--- src/rtl/reg_timeout_guard_pkg.sv ---
// Shared reg-bus types and timeout-guard constants for core_v_mcu.
// Holds the reg_req_t/reg_rsp_t structs and the guard FSM state encoding.
package core_v_mcu_pkg;

   typedef struct packed {
      logic [31:0] addr;
      logic        write;
      logic [31:0] wdata;
      logic [3:0]  wstrb;
      logic        valid;
   } reg_req_t;

   typedef struct packed {
      logic [31:0] rdata;
      logic        error;
      logic        ready;
   } reg_rsp_t;

   localparam int unsigned RegTimeoutCycles  = 256;
   localparam logic [31:0] RegTimeoutErrData = 32'hBADCAB1E;

   typedef enum logic [0:0] {
      IDLE  = 1'b0,
      DRAIN = 1'b1
   } reg_guard_state_e;

endpackage

--- src/rtl/reg_timeout_guard.sv ---
// Zero-latency reg-bus guard: error-completes a request the slave leaves hanging,
// then drains it at the slave. Optional sticky irq under REG_TIMEOUT_GUARD_IRQ_EN.
module reg_timeout_guard
   import core_v_mcu_pkg::*;
#(
   parameter int unsigned TimeoutCycles = RegTimeoutCycles,
   parameter int unsigned CntWidth      = 16,
   parameter logic [31:0] ErrData       = RegTimeoutErrData
) (
   input  logic                clk_i,
   input  logic                rst_i,
   input  reg_req_t            mst_req_i,
   output reg_rsp_t            mst_rsp_o,
   output reg_req_t            slv_req_o,
   input  reg_rsp_t            slv_rsp_i,
   output logic                timeout_o,
   output logic                draining_o,
   output logic [CntWidth-1:0] timeout_cnt_o,
`ifdef REG_TIMEOUT_GUARD_IRQ_EN
   output logic                irq_o,
   input  logic                irq_clr_i,
`endif
   output reg_guard_state_e    state_o
);

   localparam int unsigned WaitW = $clog2(TimeoutCycles + 1);
   localparam logic [WaitW-1:0] WaitLast = WaitW'(TimeoutCycles - 1);

   reg_guard_state_e    r_state;
   logic [WaitW-1:0]    r_wait;
   reg_req_t            r_hold;
   logic [CntWidth-1:0] r_cnt;

   logic w_waiting;
   logic w_timeout;

   // Only IDLE waits count; a stalled request during DRAIN never ages.
   assign w_waiting = (r_state == IDLE) && mst_req_i.valid && !slv_rsp_i.ready;
   assign w_timeout = w_waiting && (r_wait == WaitLast);

   always_comb begin
      slv_req_o = mst_req_i;
      mst_rsp_o = slv_rsp_i;
      if (r_state == DRAIN) begin
         slv_req_o       = r_hold;
         slv_req_o.valid = 1'b1;
         mst_rsp_o       = '0;
      end else if (w_timeout) begin
         mst_rsp_o.ready = 1'b1;
         mst_rsp_o.error = 1'b1;
         mst_rsp_o.rdata = ErrData;
      end
   end

   always_ff @(posedge clk_i) begin
      if (rst_i) begin
         r_state <= IDLE;
         r_wait  <= '0;
         r_hold  <= '0;
         r_cnt   <= '0;
      end else begin
         r_wait <= (w_waiting && !w_timeout) ? r_wait + 1'b1 : '0;
         case (r_state)
            IDLE: begin
               if (w_timeout) begin
                  r_state <= DRAIN;
                  r_hold  <= mst_req_i;
               end
            end
            DRAIN: begin
               // Late slave answer is dropped; upstream already got the error.
               if (slv_rsp_i.ready) begin
                  r_state <= IDLE;
               end
            end
            default: r_state <= IDLE;
         endcase
         if (w_timeout && (r_cnt != '1)) begin
            r_cnt <= r_cnt + 1'b1;
         end
      end
   end

`ifdef REG_TIMEOUT_GUARD_IRQ_EN
   logic r_irq;

   always_ff @(posedge clk_i) begin
      if (rst_i) begin
         r_irq <= 1'b0;
      end else if (w_timeout) begin
         r_irq <= 1'b1;
      end else if (irq_clr_i) begin
         r_irq <= 1'b0;
      end
   end

   assign irq_o = r_irq;
`endif

   assign timeout_o     = w_timeout;
   assign draining_o    = (r_state == DRAIN);
   assign timeout_cnt_o = r_cnt;
   assign state_o       = r_state;

endmodule

--- config.mk ---
export PLATFORM = sky130hd
export DESIGN_NAME = reg_timeout_guard
export DESIGN_NICKNAME = d
export VERILOG_FILES = /design/src/rtl/reg_timeout_guard_pkg.sv /design/src/rtl/reg_timeout_guard.sv
export SDC_FILE = /design/constraint.sdc
export NUM_CORES = 1
export LEC_CHECK = 0
export ABC_AREA = 1
export CORE_MARGIN = 4
export CORE_UTILIZATION = 41
export DETAILED_ROUTE_END_ITERATION = 8
export PLACE_DENSITY = 0.8
export SYNTH_ARGS = -nofsm -noshare
export SYNTH_HDL_FRONTEND = slang
export SYNTH_SLANG_ARGS = --single-unit
--- constraint.sdc ---
create_clock -name clk_i -period 2.4 [get_ports clk_i]
set_clock_uncertainty 0.1 [all_clocks]
set_input_delay 0.36 -clock clk_i [delete_from_list [all_inputs] [get_ports clk_i]]
set_output_delay 0.36 -clock clk_i [all_outputs]
set_load 0.02 [all_outputs]
Word level (Yosys, flattened, before mapping). Index checks and enable logic that the tools add are counted.

Muxes and demuxes: 6. Bitwise gates (word level): 2. Add/subtract/negate cells: 2. Eq/ne operators: 2. Reduce and logical (&&, ||, !) cells: 9.

Operators by type and width (number): $mux 70 (1); $mux 34 (2); $add 16x1->16 const B (1); $ne 16x16->1 const B (1); $add 9x1->9 const B (1); $eq 9x8->1 const B (1); $logic_and 1x1->1 (5); $logic_not 1->1 (2); $mux 1 (2); $not 1->1 (2); $pmux 1 s2 (1); $reduce_and 2->1 (1); $reduce_or 2->1 (1).

Flip-flop bits (word level): 95. Word-level logic and storage cells: 28. Bits of input ports: 106. Output and inout bits: 123.

Longest topological paths before layout. Gate-level depths: netlist (run 1).

Word-level depth: 8. Mapped depth: 14. Gate-level depth less buffers: 13.

Worst setup path after synthesis (run 1). OpenSTA, ideal clock, no wires.

Path type: register to output. Start: register r_wait[0]. End: output mst_rsp_o[12] in the netlist's numbering. Buffers on the path: 2. Required time: 1.940 ns. Setup slack: 0.040 ns. Data arrival time: 1.900 ns. Cell stages (with the launch flop): 12. Path through: dfxtp_1 > ha_1 > nand2_1 > inv_1 > nand4_1 > nor3_1 > ha_1 > nand4_4 > buf_2 > nand2_1 > buf_2 > nor2_1.

RTL lines: start, declared (RTL line reg_timeout_guard.sv:30) `logic [WaitW-1:0] r_wait;`; start signal, assigned (RTL line reg_timeout_guard.sv:62) `r_wait <= (w_waiting && !w_timeout) ? r_wait + 1'b1 : '0;`; end, declared (RTL line reg_timeout_guard.sv:13) `output reg_rsp_t mst_rsp_o,`.

==> results of run 1 <==
worst max-delay path, cell delays in order, from the launching register on:
cell and delay (ns):
dfxtp_2 0.36, ha_4 0.14, nand2_2 0.05, inv_2 0.05, nand4_1 0.13, nor3_2 0.17
ha_2 0.24, nand4_4 0.18, nand2_2 0.13, buf_12 0.13, nor2_1 0.05, buf_2 0.15
flip-flops by register name (all words and copies together), names as in the netlist:
| signal | cells |
|---|---|
| draining_o | 1 |
| r_wait | 9 |
| timeout_cnt_o | 16 |
| r_hold | 69 |
per-layer routing:
metal	wire, um	global-route usage	part of all wire	up-vias
met1	6610	0.269	0.39	2575
met2	8330	0.414	0.50	260
li1	-	-	-	2942
met5	0	0	0	-
met3	1470	0.0518	0.088	31
met4	331	0.0711	0.020	0
what timing repair did:
item	in CTS	in global routing
endpoints found under the setup margin	74	144
endpoints found under the hold margin	0	0
buffers inserted	25	3
cloned	0	1
pin swaps	5	7
resized for setup	153	113
power breakdown:
group / internal, mW / leakage, nW / switching (mW)
clock: 0.919 / 0.158 / 0.616
combinational: 0.355 / 2.71 / 0.297
sequential: 1.58 / 0.766 / 0.000933
total: 2.85 / 3.63 / 0.915
final timing paths:
| kind | from | end | slack (ns) | cells after the start |
|---|---|---|---|---|
| worst max-delay path | r_wait[1] | mst_rsp_o[19] | -0.17 | 11 |
| worst min-delay path | r_wait[7] | r_wait[7] | 0.38 | 2 |
| worst max register to register | r_wait[1] | timeout_cnt_o[10] | -0.08 | 13 |
| worst min register to register | r_wait[7] | r_wait[7] | 0.38 | 2 |
area by class of cell:
cell class | instances | area (sq um)
flip-flops and latches | 95 | 1910
clock inverters | 6 | 93.8
fillers | 964 | 3400
multi-input cells | 623 | 2770
well taps | 143 | 179
inverters | 33 | 131
repair buffers | 275 | 2760
clock buffers | 9 | 225
cells by family after synthesis:
kind of cell | synth area share
DFF | 0.393
AOI/OAI and AO/OA | 0.0942
and+or+nand+nor | 0.431
adders and majority gates | 0.00776
buffers and inverters | 0.0735
Yosys cell counts (2+ instances only):
library cell  count  area share
buf_2            12       0.012
nand4_1           4      0.0052
buf_6             3      0.0070
ha_1              3      0.0078
inv_1            32       0.025
nor2_2            3      0.0039
nor3_1            5      0.0052
nand3_1          17       0.018
o21ai_0          75       0.078
dfxtp_1          95        0.39
a21oi_1          16       0.017
nand2_1         293        0.23
nor2_1          201        0.16
buf_1             2      0.0016
buf_4             2      0.0031
clkbuf_1         30       0.023
metrics by stage:
step                 util  worst slack, ns
finish              0.703           -0.174
global route        0.703           -0.259
CTS                 0.684           -0.163
detailed placement  0.638           -0.219
global placement    0.638           -0.173
floorplan               -           0.0400
==> flow_summary.json, run 1 <==
{
  "ys_ff_latch": 95,
  "dr.pass1.iters": 7,
  "final_common_cell": "nand2_1",
  "async_flop_share": 0,
  "setup-violations-final": 37,
  "status": "finished, violations left",
  "synth_edf_count": 0,
  "p_per_area_mw_per_mm2": 467,
  "endpoint_kind": "output port",
  "yosysWarnings": 0,
  "antenna_found_initial": 0,
  "grt_util_all_layers": 0.229,
  "fin_hold_ws_ns": 0.378,
  "worst_pin_slew_ns": 0.505,
  "die_area_sq_mm": 0.0136,
  "n_antenna_cell": 0,
  "boundaryPins": 229,
  "p_total_mw": 3.76,
  "cts_hold_buf": 0,
  "cts_max_level": 3,
  "cp.required_ns": 1.94,
  "cts_root_buffer": "clkbuf_16",
  "vdd_ir_drop_max_mv": 0.440,
  "clkSlewWorstSetupHoldPaths_ns": 0.07,
  "initial_utilization": 0.422,
  "yosysSeqAreaShare": 0.393,
  "fin_ws_ns": -0.174,
  "start_kind": "flop",
  "postLayoutCellArea_sq_mm": 0.00806,
  "grt_pass1_vias": 5241,
  "synth-main-ff-cell": "dfxtp_1",
  "wl_um": 16700,
  "rows": 39,
  "violations": "setup timing",
  "via_count": 5808,
  "critical_path_class": "reg -> out",
  "core_region_area_sq_mm": 0.0115,
  "via_per_inst": 4.91,
  "final_cell_mix": "272 x nand2_1, 197 x nor2_1, 177 x clkdlybuf4s50_1",
  "report.final.slew_viol_count": 0,
  "layout.nets": 1146,
  "hold_path_class": "reg -> reg",
  "fin_cells": 1184,
  "synth_cell_types": 23,
  "die_h_um": 117,
  "clock-sinks": 95,
  "max_freq_mhz": 389,
  "cts_tree": "built",
  "grt_overflow": 0,
  "drc": 0,
  "dp_hpwl_um": 11000,
  "dieWidth_um": 117,
  "cts_buffers": 9,
  "p_leak_nw": 3.63,
  "crit_fanout": 14,
  "post-route-min-period_ns": 2.57,
  "port_buffers": 228,
  "grt_max_degree": 70,
  "rsz0062_at_grt": "true",
  "netlist_area_sq_mm": 0.00484,
  "relSlewSlack": 0.663,
  "synth_cells": 800,
  "fin_crit_sh": 1.07,
  "cap_violations": 0,
  "clk_latency_ns": 0.33,
  "synth_area_per_cell_sq_um": 6.05,
  "finalHoldViolCount": 0,
  "ant_nets": 0,
  "placed_area_sq_mm": 0.00732,
  "grt_pass1_wl_um": 25400,
  "synth_fp_nets": 909,
  "clockBufferDepth": 2,
  "cp.arrival_ns": 2.11,
  "gp_congestion": 0.863,
  "placed_cells": 1147,
  "drtIter0Drc": 338,
  "area_growth_pct": 66.7,
  "wl_per_cell_um": 14.1,
  "tns_ns": -4.56,
  "drive_above_1_share": 0.139
}
Power figures use the tool's default switching activity.
==> run 2, diff against run 1 <==
CAP_MARGIN = 40   (was unset)
CORE_MARGIN = 3   (was 4)
==> flow_summary.json, run 2 (synthesis results as in run 1) <==
{
  "status": "finished, violations left",
  "violations": "setup timing",
  "worst-r2r-cell-count": 12,
  "crit_fanout": 5,
  "wl_met3_um": 1340,
  "drt-met1-wl_um": 6510,
  "max_freq_mhz": 390,
  "dr.pass1.iters": 4,
  "post-route-min-period_ns": 2.56,
  "p_per_area_mw_per_mm2": 453,
  "ant_nets": 0,
  "grt_util_all_layers": 0.231,
  "die_h_um": 115,
  "finalHoldViolCount": 0,
  "cts_buffers": 9,
  "largest_register_ffs": 69,
  "report.final.slew_viol_count": 0,
  "n_antenna_cell": 0,
  "antenna_found_initial": 0,
  "drtIter0Drc": 334,
  "clkSlewWorstSetupHoldPaths_ns": 0.07,
  "via_per_inst": 4.94,
  "cp.arrival_ns": 2.10,
  "wl_um": 16500,
  "clock-sinks": 95,
  "clk_latency_ns": 0.34,
  "dp_hpwl_um": 10800,
  "p_total_mw": 3.63,
  "area_growth_pct": 65.6,
  "min_from": "r_wait[7]",
  "final_common_cell": "nand2_1",
  "vdd_ir_drop_max_mv": 0.455,
  "cts_hold_buf": 0,
  "rrSetupSlack_ns": -0.13,
  "worstHoldEndpoint": "r_wait[7]",
  "start_kind": "flop",
  "die_area_sq_mm": 0.0131,
  "setup-violations-final": 44,
  "grt_max_degree": 76,
  "cap_violations": 0,
  "clockBufferDepth": 2,
  "p_leak_nw": 3.48,
  "grt_overflow": 0,
  "worst_pin_slew_ns": 0.757,
  "drc": 0,
  "grt_pass1_vias": 5054,
  "final_cell_mix": "270 x nand2_1, 188 x nor2_1, 185 x clkdlybuf4s50_1",
  "via_count": 5794,
  "relSlewSlack": 0.495,
  "topRoutingLayerUsed": "met4",
  "grt_pass1_wl_um": 24900,
  "rows": 39,
  "tns_ns": -4.40,
  "cts_tree": "built",
  "fin_ws_ns": -0.165,
  "core_region_area_sq_mm": 0.0115,
  "boundaryPins": 229,
  "cts_root_buffer": "clkbuf_16",
  "worst_r2r_endpoint": "timeout_cnt_o[8]",
  "gp_congestion": 0.853,
  "dieWidth_um": 115,
  "port_buffers": 228,
  "initial_utilization": 0.422,
  "hold_path_class": "reg -> reg",
  "layout.nets": 1133,
  "critical_path_class": "reg -> out",
  "largest_register": "r_hold",
  "wl_met2_um": 8410,
  "wl_per_cell_um": 14.1,
  "cp.required_ns": 1.94,
  "fin_crit_sh": 1.07,
  "drive_above_1_share": 0.136,
  "hold_depth": 2,
  "rsz0062_at_grt": "true",
  "regToRegStartpoint": "r_wait[0]",
  "cts_max_level": 3,
  "endpoint_kind": "output port"
}
## run 2: layout make-up
type                            instances  area [sq um]
Multi-Input combinational cell        623          2730
Inverter                               33           136
Fill cell                             974          3460
Sequential cell                        95          1910
Tap cell                              143           179
Clock inverter                          6          53.8
Clock buffer                           10           239
Timing Repair Buffer                  262          2760
## run 2: repair_timing
item                       4_1_cts  5_1_grt
cloned                           1        3
pin swaps                        6        8
gates resized for setup        220       60
setup endpoints to repair       99      161
buffers inserted                 6        6
## run 2: per-layer routing
layer | GRT usage | vias up
met4 | 0.0705 | 0
li1 | - | 2928
met5 | 0 | -
met3 | 0.0560 | 19
met1 | 0.275 | 2635
met2 | 0.410 | 212
## run 2: worst max-delay path, cell delays in order, from the launching register on
cell     delay, ns
dfxtp_2       0.35
ha_4          0.13
nand2_2       0.04
inv_2         0.06
nand4_1       0.13
nor3_2        0.17
ha_2          0.24
nand4_4       0.16
buf_6         0.19
buf_12        0.12
nand2_2       0.05
buf_6         0.11
## run 2: worst max path at each step
| stage | startpoint | to | slack, ns | cells after the start |
|---|---|---|---|---|
| global route | r_wait[1] | timeout_cnt_o[8] | -0.26 | 13 |
| detailed placement | r_wait[0] | mst_rsp_o[0] | -0.26 | 10 |
| finish | r_wait[0] | mst_rsp_o[17] | -0.16 | 11 |
| global placement | r_wait[0] | mst_rsp_o[25] | -0.18 | 10 |
| CTS | r_wait[0] | mst_rsp_o[13] | -0.16 | 11 |
| floorplan | r_wait[0] | mst_rsp_o[12] | 0.04 | 11 |
## run 2: power by group
group	switching [mW]	internal (mW)	total [mW]
clock	0.638	0.748	1.39
sequential	0.000911	1.57	1.58
combinational	0.299	0.365	0.664
## run 2: through the flow
step,instance area [sq um],hold WS (ns),worst slack (ns),utilization,instances
2_1_floorplan,4840,0.318,0.0400,-,800
3_3_place_gp,7300,0.352,-0.175,0.636,1142
3_5_place_dp,7300,0.360,-0.265,0.636,1142
4_1_cts,7700,0.369,-0.156,0.672,1164
5_1_grt,8010,0.406,-0.259,0.699,1172
6_report,8010,0.365,-0.165,0.699,1172
